==> src/rtl/v60_prefetch_queue_if.sv <==
// Fetch-bus and decoder-side signals of the v60 instruction prefetch queue.
// master: the queue itself; slave: the bus/decoder environment around it.
interface v60_prefetch_queue_if;
  logic        fetch_req;
  logic [31:0] fetch_addr;
  logic        fetch_ack;
  logic [31:0] fetch_data;
  logic [47:0] inst;
  logic        inst_valid;
  logic [2:0]  inst_avail;
  logic [31:0] inst_pc;
  logic        consume;
  logic [2:0]  consume_len;
  logic        flush;
  logic [31:0] flush_addr;
  logic [4:0]  byte_count;

  modport master (
    output fetch_req, fetch_addr, inst, inst_valid, inst_avail, inst_pc, byte_count,
    input  fetch_ack, fetch_data, consume, consume_len, flush, flush_addr
  );

  modport slave (
    input  fetch_req, fetch_addr, inst, inst_valid, inst_avail, inst_pc, byte_count,
    output fetch_ack, fetch_data, consume, consume_len, flush, flush_addr
  );
endinterface

==> src/rtl/v60_prefetch_queue.sv <==
// Instruction prefetch queue: fetches aligned words, buffers bytes, presents a 6-byte decode window.
// Define V60_PREFETCH_PARTIAL_EN to expose the window as soon as one byte is held.
module v60_prefetch_queue #(
  parameter int          QUEUE_BYTES  = 16,
  parameter logic [31:0] RESET_VECTOR = 32'hFFFF_FFF0
) (
  input logic                  clk,
  input logic                  rst,
  v60_prefetch_queue_if.master bus
);

  // state | meaning
  // IDLE  | no request outstanding; waits for 4 free bytes
  // FETCH | request at fetch_addr outstanding; returned bytes are queued
  // DRAIN | request issued before a flush still outstanding; its data is dropped
  typedef enum logic [1:0] {ST_IDLE, ST_FETCH, ST_DRAIN} state_t;

  localparam int         QW  = 8 * QUEUE_BYTES;
  localparam logic [5:0] QB6 = 6'(QUEUE_BYTES);

  state_t        state_q, state_d;
  logic          fetch_req_q, fetch_req_d;
  logic [31:0]   fetch_addr_q, fetch_addr_d;
  logic [31:0]   fetch_ptr_q, fetch_ptr_d;
  logic [1:0]    skip_q, skip_d;
  logic [31:0]   inst_pc_q, inst_pc_d;
  logic [4:0]    count_q, count_d;
  logic [QW-1:0] bytes_q, bytes_d;

  logic          win_valid;
  logic [2:0]    win_avail;
  logic [47:0]   win;
  logic          ack;
  logic          consume_ok;
  logic [2:0]    push_n;
  logic [2:0]    pop_n;
  logic [5:0]    free_now;
  logic [5:0]    free_after;
  logic [4:0]    wr_pos;
  logic [31:0]   push_word;
  logic [QW-1:0] shifted;
  logic [QW-1:0] inserted;

  // Byte 0 of bytes_q (bits 7:0) is the head; bytes above count_q are kept zero.
  always_comb begin
`ifdef V60_PREFETCH_PARTIAL_EN
    win_valid = (count_q != 5'd0);
    win_avail = (count_q >= 5'd6) ? 3'd6 : count_q[2:0];
`else
    win_valid = (count_q >= 5'd6);
    win_avail = win_valid ? 3'd6 : 3'd0;
`endif
    win = '0;
    for (int i = 0; i < 6; i++) begin
      if (i < int'(win_avail)) win[47-8*i -: 8] = bytes_q[8*i +: 8];
    end
  end

  always_comb begin
    ack        = fetch_req_q & bus.fetch_ack;
    consume_ok = bus.consume && win_valid && (bus.consume_len != 3'd0) &&
                 (bus.consume_len <= win_avail);
    pop_n      = consume_ok ? bus.consume_len : 3'd0;
    push_n     = (state_q == ST_FETCH && ack) ? (3'd4 - {1'b0, skip_q}) : 3'd0;
    wr_pos     = count_q - {2'b00, pop_n};
    free_now   = QB6 - {1'b0, count_q};
    // Space released by a same-cycle pop is deliberately not counted here.
    free_after = QB6 - ({1'b0, count_q} + {3'b000, push_n});
    push_word  = bus.fetch_data >> {skip_q, 3'b000};
    shifted    = bytes_q >> {pop_n, 3'b000};
    inserted   = QW'(push_word) << {wr_pos, 3'b000};

    if (bus.flush) begin
      bytes_d = '0;
      count_d = '0;
    end else begin
      bytes_d = (push_n != 3'd0) ? (shifted | inserted) : shifted;
      count_d = count_q + {2'b00, push_n} - {2'b00, pop_n};
    end
  end

  always_comb begin
    state_d      = state_q;
    fetch_req_d  = fetch_req_q;
    fetch_addr_d = fetch_addr_q;
    fetch_ptr_d  = fetch_ptr_q;
    skip_d       = skip_q;
    inst_pc_d    = consume_ok ? (inst_pc_q + 32'(pop_n)) : inst_pc_q;

    case (state_q)
      ST_IDLE: begin
        if (!bus.flush && free_now >= 6'd4) begin
          state_d      = ST_FETCH;
          fetch_req_d  = 1'b1;
          fetch_addr_d = fetch_ptr_q;
        end
      end
      ST_FETCH: begin
        if (ack) begin
          fetch_ptr_d = fetch_ptr_q + 32'd4;
          skip_d      = 2'b00;
          if (!bus.flush && free_after >= 6'd4) begin
            fetch_addr_d = fetch_ptr_q + 32'd4;
          end else begin
            state_d     = ST_IDLE;
            fetch_req_d = 1'b0;
          end
        end else if (bus.flush) begin
          state_d = ST_DRAIN;
        end
      end
      ST_DRAIN: begin
        if (ack) begin
          if (bus.flush) begin
            state_d     = ST_IDLE;
            fetch_req_d = 1'b0;
          end else begin
            state_d      = ST_FETCH;
            fetch_addr_d = fetch_ptr_q;
          end
        end
      end
      default: begin
        state_d     = ST_IDLE;
        fetch_req_d = 1'b0;
      end
    endcase

    if (bus.flush) begin
      inst_pc_d   = bus.flush_addr;
      fetch_ptr_d = {bus.flush_addr[31:2], 2'b00};
      skip_d      = bus.flush_addr[1:0];
    end
  end

  always_ff @(posedge clk) begin
    if (rst) begin
      state_q      <= ST_IDLE;
      fetch_req_q  <= 1'b0;
      fetch_addr_q <= {RESET_VECTOR[31:2], 2'b00};
      fetch_ptr_q  <= {RESET_VECTOR[31:2], 2'b00};
      skip_q       <= RESET_VECTOR[1:0];
      inst_pc_q    <= RESET_VECTOR;
      count_q      <= '0;
      bytes_q      <= '0;
    end else begin
      state_q      <= state_d;
      fetch_req_q  <= fetch_req_d;
      fetch_addr_q <= fetch_addr_d;
      fetch_ptr_q  <= fetch_ptr_d;
      skip_q       <= skip_d;
      inst_pc_q    <= inst_pc_d;
      count_q      <= count_d;
      bytes_q      <= bytes_d;
    end
  end

  assign bus.fetch_req  = fetch_req_q;
  assign bus.fetch_addr = fetch_addr_q;
  assign bus.inst       = win;
  assign bus.inst_valid = win_valid;
  assign bus.inst_avail = win_avail;
  assign bus.inst_pc    = inst_pc_q;
  assign bus.byte_count = count_q;

endmodule

==> src/flat_wrapper.sv <==
// flat-port wrapper written by rule: the top's interface ports become plain ports
module v60_prefetch_queue_flat 
#(
  parameter int          QUEUE_BYTES  = 16,
  parameter logic [31:0] RESET_VECTOR = 32'hFFFF_FFF0
)
  (clk, rst, bus_fetch_req, bus_fetch_addr, bus_inst, bus_inst_valid, bus_inst_avail, bus_inst_pc, bus_byte_count, bus_fetch_ack, bus_fetch_data, bus_consume, bus_consume_len, bus_flush, bus_flush_addr);
  v60_prefetch_queue_if bus_i ();
  input logic clk;
  input logic rst;
  output wire logic [$bits(bus_i.fetch_req)-1:0] bus_fetch_req;
  output wire logic [$bits(bus_i.fetch_addr)-1:0] bus_fetch_addr;
  output wire logic [$bits(bus_i.inst)-1:0] bus_inst;
  output wire logic [$bits(bus_i.inst_valid)-1:0] bus_inst_valid;
  output wire logic [$bits(bus_i.inst_avail)-1:0] bus_inst_avail;
  output wire logic [$bits(bus_i.inst_pc)-1:0] bus_inst_pc;
  output wire logic [$bits(bus_i.byte_count)-1:0] bus_byte_count;
  input wire logic [$bits(bus_i.fetch_ack)-1:0] bus_fetch_ack;
  input wire logic [$bits(bus_i.fetch_data)-1:0] bus_fetch_data;
  input wire logic [$bits(bus_i.consume)-1:0] bus_consume;
  input wire logic [$bits(bus_i.consume_len)-1:0] bus_consume_len;
  input wire logic [$bits(bus_i.flush)-1:0] bus_flush;
  input wire logic [$bits(bus_i.flush_addr)-1:0] bus_flush_addr;
  assign bus_fetch_req = bus_i.fetch_req;
  assign bus_fetch_addr = bus_i.fetch_addr;
  assign bus_inst = bus_i.inst;
  assign bus_inst_valid = bus_i.inst_valid;
  assign bus_inst_avail = bus_i.inst_avail;
  assign bus_inst_pc = bus_i.inst_pc;
  assign bus_byte_count = bus_i.byte_count;
  assign bus_i.fetch_ack = bus_fetch_ack;
  assign bus_i.fetch_data = bus_fetch_data;
  assign bus_i.consume = bus_consume;
  assign bus_i.consume_len = bus_consume_len;
  assign bus_i.flush = bus_flush;
  assign bus_i.flush_addr = bus_flush_addr;
  v60_prefetch_queue #(.QUEUE_BYTES(QUEUE_BYTES), .RESET_VECTOR(RESET_VECTOR)) u_core (.clk(clk), .rst(rst), .bus(bus_i));
endmodule
==> config.mk <==
export PLATFORM = sky130hd
export DESIGN_NAME = v60_prefetch_queue_flat
export DESIGN_NICKNAME = d
export VERILOG_FILES = /design/src/rtl/v60_prefetch_queue_if.sv /design/src/rtl/v60_prefetch_queue.sv /design/src/flat_wrapper.sv
export SDC_FILE = /design/constraint.sdc
export NUM_CORES = 1
export LEC_CHECK = 0
export BUFFER_PORTS_ARGS = -buffer_cell sky130_fd_sc_hd__buf_2
export CORE_MARGIN = 2
export CORE_UTILIZATION = 40
export CTS_CLUSTER_SIZE = 20
export DETAILED_ROUTE_END_ITERATION = 12
export MAX_ROUTING_LAYER = met4
export PLACE_DENSITY = 0.62
export SLEW_MARGIN = 20
export SYNTH_ARGS = -nofsm -noshare
export SYNTH_HDL_FRONTEND = slang
export SYNTH_SLANG_ARGS = --single-unit
export TNS_END_PERCENT = 10
==> constraint.sdc <==
create_clock -name clk -period 5 [get_ports clk]
set_clock_uncertainty 0.15 [all_clocks]
set_input_delay 1 -clock clk [delete_from_list [all_inputs] [get_ports clk]]
set_output_delay 1 -clock clk [all_outputs]
set_load 0.01 [all_outputs]
==> impl_metrics.ini, run 1 <==
[outcome]
status = completed

[critical_path]
cpMaxStageDelayCell = or4_1
crit_buf_inv = 4
rr_worst_depth = 19
crit_path_end_kind = register
critPathRequiredTime_ps = 5330
r2r-end = u_core.bytes_q[48]$_SDFF_PP0_
path_cells = inv_1 > ha_1 > a21boi_1 > a21oi_4 > inv_1 > ha_1 > nor2b_1 > nor4b_2 > nand2_4 > inv_1 > ha_2 > fa_1 > buf_4 > or4_1 > nor2_1 > a21o_1 > o2bb2ai_1 > a21oi_1 > a21oi_2
cp_top_family = simple AND/OR/NAND/NOR gates
path_class = register to register
cp.depth = 19
crit_top_cell = inv_1
critPathMaxFanout = 20
rr_startpoint = u_core.bus.byte_count[3]$_SDFF_PP0_
critPathArrivalTime_ps = 5130
slowest_delay_ps = 520
ff2ff_setup_slack_ps = 200
startpoint_type = register

[routing]
drt_wl_total_um = 58000
first_pass_iters = 6
wl_per_cell_um = 20.9
drc_errors = 0
via_count = 16200
vias_per_cell = 5.85
ant_nets = 0
drtIter0Drc = 1675

[power_and_ir_drop]
ir_drop_v = 0.000226
power_leakage_uw = 0.00812
p_per_area_nw_per_um2 = 280

[clock_tree]
hold_buffers = 0
clkTransAtPathRegs_ps = 60
cts.sinks = 230
cts_tree = built
htreeDepth = 1
ctsLongestPathBuffers = 3
cts_root_buf = clkbuf_16
clock_insertion_delay_worst_skew_ps = 570
cts_made_buffers = 28

[sta]
period_share_pct = 96.0
whs_ps = 317
max-slew-margin-rel_pct = 28.2
fin_crit_ps = 4800
hold_viol = 0
setup_viol = 0
fin_ws_ps = 200
slew_viol_final = 0
fmax_mhz = 208
worst_slew_pin_slew_ps = 1080

[worst_hold_path]
holdPathStages = 1
hold_end = u_core.bus.fetch_addr[28]$_SDFFE_PP1P_
hp-start = u_core.bus.fetch_addr[28]$_SDFFE_PP1P_
hp-class = register to register

[place]
place_area_um2 = 17400
post-place-ws_ps = 87.3
portBuffers = 190
gp_congestion = 0.954
hpwl_um = 42300

[grt]
grt_pass1_vias = 15000
overflow = 0
antenna_found_initial = 17
grtUsageTotal_pct = 27.9
grt_pass1_wl_um = 89200
grt_max_degree = 75

[logic_synthesis]
yosys_register_bits = 230
synth_top_area_cell = dfxtp_1
ys.flop_type = dfxtp_1
avgSynthCellArea_um2 = 7.68
synth_cell_types = 73
synth_top_family_by_area = simple AND/OR/NAND/NOR gates
async_reset_ff_share_pct = 0
netlist_top_cells_area = dfxtp_1, mux2i_1, nand2_1
synthAdderAreaFrac_pct = 2.51
synth-simple-area-share_pct = 25.8
synth-edff-count = 0
syn_area_um2 = 16000
synth_mux_area_share_pct = 14.0
synth_xor_xnor_area_share_pct = 4.61
yosys_warnings = 0
ys_seq_area_share_pct = 28.8
syn-instance-count = 2079
synth_top_area_share_pct = 28.8
synth_compound_area_share_pct = 18.7

[cells_and_area]
n_fill_cell = 4028
fin_nets = 2310
syn_to_final_growth_pct = 15.5
finish.instance_area_um2 = 18500
drive_above_1_share_pct = 16.8

[floorplanning]
rows = 73
initial_utilization_pct = 40.4
io_pins = 194
fp.dieW_um = 204
die_area_um2 = 41500
coreArea_um2 = 39500
die_h_um = 204

[run]
cap_violations = 0
placed cells by master (no fill, tap or decap), drive strengths merged, types with 20 or more instances in the layout:
cell      n
nand2   293
buf     259
dfxtp   230
mux2i   177
nor2    167
a21oi   144
nand3    94
o21ai    75
nand2b   68
o22ai    57
xnor2    57
and2     55
nor3     55
a22oi    52
inv      43
clkbuf   41
a211oi   30
mux2     27
xor2     27
a31oi    26
a32oi    25
ha       24
nor2b    23
nand4    20
worst reg2reg max path: stages, from the launching register on:
cell	delay, ps
dfxtp_2	360
inv_1	120
ha_1	250
a21boi_1	170
a21oi_4	180
inv_1	60
ha_1	280
nor2b_1	170
nor4b_2	350
nand2_4	80
inv_1	90
ha_2	230
fa_1	470
buf_4	230
or4_1	530
nor2_1	160
a21o_1	260
o2bb2ai_1	210
a21oi_1	120
a21oi_2	260
report_power, final:
group | internal (µW) | switching, µW | total [µW]
Combinational | 397 | 763 | 1160
Clock | 1200 | 860 | 2060
Sequential | 1890 | 64.6 | 1950
synth_stat cells, types with 15 or more instances:
| library cell | number |
|---|---|
| xnor2_1 | 57 |
| ha_1 | 24 |
| o22ai_1 | 57 |
| a21oi_1 | 144 |
| dfxtp_1 | 230 |
| buf_1 | 17 |
| buf_2 | 43 |
| and2_1 | 55 |
| nand2b_1 | 68 |
| a22oi_1 | 52 |
| a31oi_1 | 26 |
| nor3_1 | 53 |
| nand4_1 | 20 |
| nor2_1 | 167 |
| nor2b_1 | 23 |
| a211oi_1 | 30 |
| inv_1 | 40 |
| mux2_2 | 27 |
| mux2i_1 | 177 |
| clkbuf_1 | 84 |
| a32oi_1 | 25 |
| and3_1 | 15 |
| nand3_1 | 93 |
| o21ai_0 | 71 |
| xor2_1 | 27 |
| nand2_1 | 291 |
metal layers:
metal  part of all wire [%]  track usage, %
met1                     44            38.1
met2                     42            39.9
met3                     12            8.71
met4                    2.0            6.70
met5                      0               -
layout make-up:
class	instances	area [µm²]	area share (%)
Antenna cell	17	42.5	0.231
Multi-Input combinational cell	1648	10600	57.2
Tap cell	525	657	3.56
Sequential cell	230	4610	25.0
Timing Repair Buffer	259	1510	8.20
Inverter	42	158	0.854
Clock buffer	41	831	4.50
Clock inverter	10	85.1	0.461
per-stage QoR:
step / total power [µW] / TNS (ps) / instances / utilization [%]
CTS: 5160 / 0 / 2751 / 46.4
global route: 5360 / -36.5 / 2772 / 46.7
detailed placement: 3120 / 0 / 2700 / 44.1
finish: 5170 / 0 / 2772 / 46.7
global placement: 3110 / 0 / 2700 / 44.1
floorplan: 2720 / 0 / 2081 / -
how the worst max path moves through the flow:
stage                                         from                                   to  slack [ps]
2_1_floorplan  u_core.bus.byte_count[3]$_SDFF_PP0_        u_core.bytes_q[55]$_SDFF_PP0_          60
3_3_place_gp                    bus_consume_len[2]  u_core.bus.inst_pc[23]$_SDFFE_PP1P_         200
3_5_place_dp                    bus_consume_len[1]  u_core.bus.inst_pc[23]$_SDFFE_PP1P_          90
4_1_cts        u_core.bus.byte_count[3]$_SDFF_PP0_  u_core.bus.inst_pc[23]$_SDFFE_PP1P_          80
5_1_grt        u_core.bus.byte_count[4]$_SDFF_PP0_        u_core.bytes_q[48]$_SDFF_PP0_         -40
6_report       u_core.bus.byte_count[3]$_SDFF_PP0_        u_core.bytes_q[48]$_SDFF_PP0_         200
registers in the layout, indices dropped and copies added, names as in the netlist:
signal / count
u_core.bytes_q: 128
u_core.bus.inst_pc: 32
u_core.bus.fetch_addr: 30
u_core.fetch_ptr_q: 30
u_core.bus.byte_count: 5
u_core.skip_q: 2
u_core.state_q: 2
u_core.bus.fetch_req: 1
cells by family (layout without fill, tap and decap cells):
| kind of cell | after synthesis | after routing |
|---|---|---|
| AND/OR/NAND/NOR | 846 | 846 |
| AO/OA/AOI/OAI | 475 | 475 |
| flip-flops | 230 | 230 |
| buffers and inverters | 203 | 352 |
| adder cells (fa/ha/maj) | 29 | 29 |
| other | 1 | 20 |
| multiplexers | 211 | 211 |
| XOR/XNOR | 84 | 84 |
timing repair:
| item | CTS | global route |
|---|---|---|
| setup buffers | 0 | 4 |
| endpoints found under the setup margin | 0 | 69 |
| gates resized for setup | 0 | 10 |
No activity file was read; power rests on OpenSTA's default activity.
==> run 2, diff against run 1 <==
--- a/config.mk
+++ b/config.mk
@@ -5,13 +5,15 @@
 export SDC_FILE = /design/constraint.sdc
 export NUM_CORES = 1
 export LEC_CHECK = 0
+export ABC_AREA = 1
 export BUFFER_PORTS_ARGS = -buffer_cell sky130_fd_sc_hd__buf_2
-export CORE_MARGIN = 2
+export CORE_MARGIN = 8
 export CORE_UTILIZATION = 40
 export CTS_CLUSTER_SIZE = 20
 export DETAILED_ROUTE_END_ITERATION = 12
+export GPL_ROUTABILITY_DRIVEN = 0
 export MAX_ROUTING_LAYER = met4
-export PLACE_DENSITY = 0.62
+export PLACE_DENSITY = 0.61
 export SLEW_MARGIN = 20
 export SYNTH_ARGS = -nofsm -noshare
 export SYNTH_HDL_FRONTEND = slang
==> run 2 against run 1 <==
Effect of this change:
- total power is 36% higher
- flip-flop and latch count stayed put
- critical path depth is 5 higher
- die area is 20% higher
- area after synthesis is 7.6% higher
- setup slack better by 380 ps
- non-clock buffer count is 25 lower
- clock-buffer cell count stayed put
- maximum frequency is 8.6% higher
- final cell count is 30% higher
- worst hold slack hardly changed
- sequential power is 11% higher
- largest cell class unchanged
- highest routed layer unchanged
==> impl_metrics.ini, run 2 <==
[outcome]
status = completed

[sta]
worst_slew_pin_slew_ps = 1190
rsz0062_at_grt = false
fin_ws_ps = 579
hold_viol = 0
fin_crit_ps = 4420
setup_viol = 0
slew_viol_final = 0
tns_ps = 0
period_share_pct = 88.4
fmax_mhz = 226
max-slew-margin-rel_pct = 20.4

[critical_path]
critPathRequiredTime_ps = 5270
critPathMaxFanout = 36
slowest_delay_ps = 500
critPathArrivalTime_ps = 4690
cp.depth = 24
path_cells = inv_1 > ha_1 > inv_1 > nor2_1 > nand2_1 > nand2_2 > ha_1 > nand2_1 > nand2_1 > nand2_1 > nand2_1 > nor2_4 > nand2_4 > ha_1 > a21oi_1 > nand2_1 > xor2_2 > inv_1 > nand2_2 > clkinv_2 > nand3_1 > nand3_1 > nor2_1 > nor2_1
ff2ff_setup_slack_ps = 580
rr_worst_depth = 24
crit_path_end_kind = register
r2r-end = u_core.bytes_q[80]$_SDFF_PP0_
crit_buf_inv = 4
rr_startpoint = u_core.bus.byte_count[4]$_SDFF_PP0_
crit_end = u_core.bytes_q[80]$_SDFF_PP0_
startpoint_type = register
crit_top_cell = nand2_1
cp_top_family = simple AND/OR/NAND/NOR gates
path_class = register to register
cpMaxStageDelayCell = clkinv_2
cp-startpoint = u_core.bus.byte_count[4]$_SDFF_PP0_

[logic_synthesis]
synth_most_common_cell = nand3_1
ys.flop_type = dfxtp_1
async_reset_ff_share_pct = 0
yosys_register_bits = 230
syn_area_um2 = 17200
syn-instance-count = 2951
netlist_top_cells_area = dfxtp_1, nand3_1, nand2_1
synth_cell_types = 43
ys_top_cells_by_count = nand3_1, nand2_1, inv_1
synth-edff-count = 0
yosys_warnings = 0
ys_seq_area_share_pct = 26.8
synth_top_area_share_pct = 26.8
synth_top_area_cell = dfxtp_1
avgSynthCellArea_um2 = 5.83

[cells_and_area]
syn_to_final_growth_pct = 12.3
fin_util_pct = 45.1
drive_above_1_share_pct = 10.4
final_common_cell = nand3_1
finish.instance_area_um2 = 19300
fin_nets = 3119
largest_register_ff_count = 128
regMostFlops = u_core.bytes_q
final_cell_mix = nand3_1, nand2_1, inv_1

[power_and_ir_drop]
power_leakage_uw = 0.00935
ir_drop_v = 0.000224
p_per_area_nw_per_um2 = 363

[routing]
via_count = 20500
ant_nets = 0
vias_per_cell = 5.71
drt_wl_total_um = 68500
first_pass_iters = 6
drc_errors = 0
wl_per_cell_um = 19.1
drtIter0Drc = 2599

[floorplanning]
die_area_um2 = 49900
rows = 76
coreArea_um2 = 42800
die_h_um = 223
initial_utilization_pct = 40.2
fp.dieW_um = 223
io_pins = 194

[grt]
grtUsageTotal_pct = 27.1
grt_pass1_vias = 18700
grt_max_degree = 103
antenna_found_initial = 5
overflow = 0
grt_pass1_wl_um = 107000

[clock_tree]
cts_tree = built
cts_made_buffers = 29
clock_insertion_delay_worst_skew_ps = 580
htreeDepth = 1
clkTransAtPathRegs_ps = 60
hold_buffers = 0
postCtsResizedCells = 0
cts.sinks = 230
cts_root_buf = clkbuf_16
ctsLongestPathBuffers = 3
cts_setup_buffers = 0

[run]
cap_violations = 0

[place]
post-place-ws_ps = 423
place_area_um2 = 18400
hpwl_um = 48900
portBuffers = 190

[worst_hold_path]
hp-class = register to register
holdPathStages = 2
hp-start = u_core.bus.fetch_addr[25]$_SDFFE_PP1P_
## run 2: cell count changes after synthesis, sizes merged, moves of 51 or more
cell	change
nor2	+61
o22ai	-56
inv	+229
xnor2	-51
mux2i	-176
nand3	+746
a22oi	-52
nand2	+476
nand2b	-68
## run 2: worst reg2reg max path, delay by kind of cell, from the launching register on
| family | cells | cell delay (ps) |
|---|---|---|
| compound gates | 1 | 180 |
| xor+xnor | 1 | 290 |
| fa+ha+maj | 3 | 910 |
| buf+inv | 4 | 850 |
| flops | 1 | 390 |
| simple gates | 15 | 1500 |
## run 2: area by class of cell
type	count	area [µm²]
well taps	546	683
flip-flops and latches	230	4600
inverters	274	1030
multi-input cells	2249	10700
fillers	4704	23500
clock inverters	12	119
clock buffers	41	821
repair buffers	234	1310
diodes	8	20.0
## run 2: how the worst min path moves through the flow
stage / slack (ps) / end
2_1_floorplan: 320 / u_core.fetch_ptr_q[11]$_SDFFE_PP1P_
3_3_place_gp: 300 / u_core.bus.fetch_addr[14]$_SDFFE_PP1P_
3_5_place_dp: 300 / u_core.bus.fetch_addr[5]$_SDFFE_PP1P_
4_1_cts: 320 / u_core.bus.fetch_addr[5]$_SDFFE_PP1P_
5_1_grt: 340 / u_core.bus.fetch_addr[31]$_SDFFE_PP1P_
6_report: 320 / u_core.bus.fetch_addr[25]$_SDFFE_PP1P_
## run 2: metal layers
layer  vias up  global-route usage (%)  share of wire, %  wire, µm
met5         -                       -                 0         0
met4         0                    10.4               4.2      2880
met3       171                    5.17               9.7      6620
met2      1032                    38.4                41     28400
met1      9429                    37.5                45     30700
li1       9901                       -                 -         -
## run 2: power breakdown
| part | leakage [µW] | switching, µW | total, µW | internal [µW] |
|---|---|---|---|---|
| Combinational | 0.00701 | 1930 | 2730 | 802 |
| Clock | 0.000462 | 876 | 2120 | 1240 |
| Sequential | 0.00188 | 152 | 2170 | 2010 |
| Total | 0.00935 | 2960 | 7020 | 4060 |
## run 2: logic make-up after synthesis
group,after synthesis,share of synthesized area (%)
XOR/XNOR,33,1.72
other,1,0.0218
adder cells (fa/ha/maj),29,2.33
AND/OR/NAND/NOR,1935,49.8
buffers and inverters,474,11.2
flip-flops,230,26.8
AO/OA/AOI/OAI,248,8.09
multiplexers,1,0.0582
## run 2: per-stage QoR
step | power [µW] | std cells | hold slack (ps)
global placement | 4860 | 3533 | 299
global route | 7440 | 3593 | 344
detailed placement | 4890 | 3533 | 303
CTS | 7010 | 3586 | 320
floorplan | 4040 | 2953 | 324
finish | 7020 | 3594 | 317
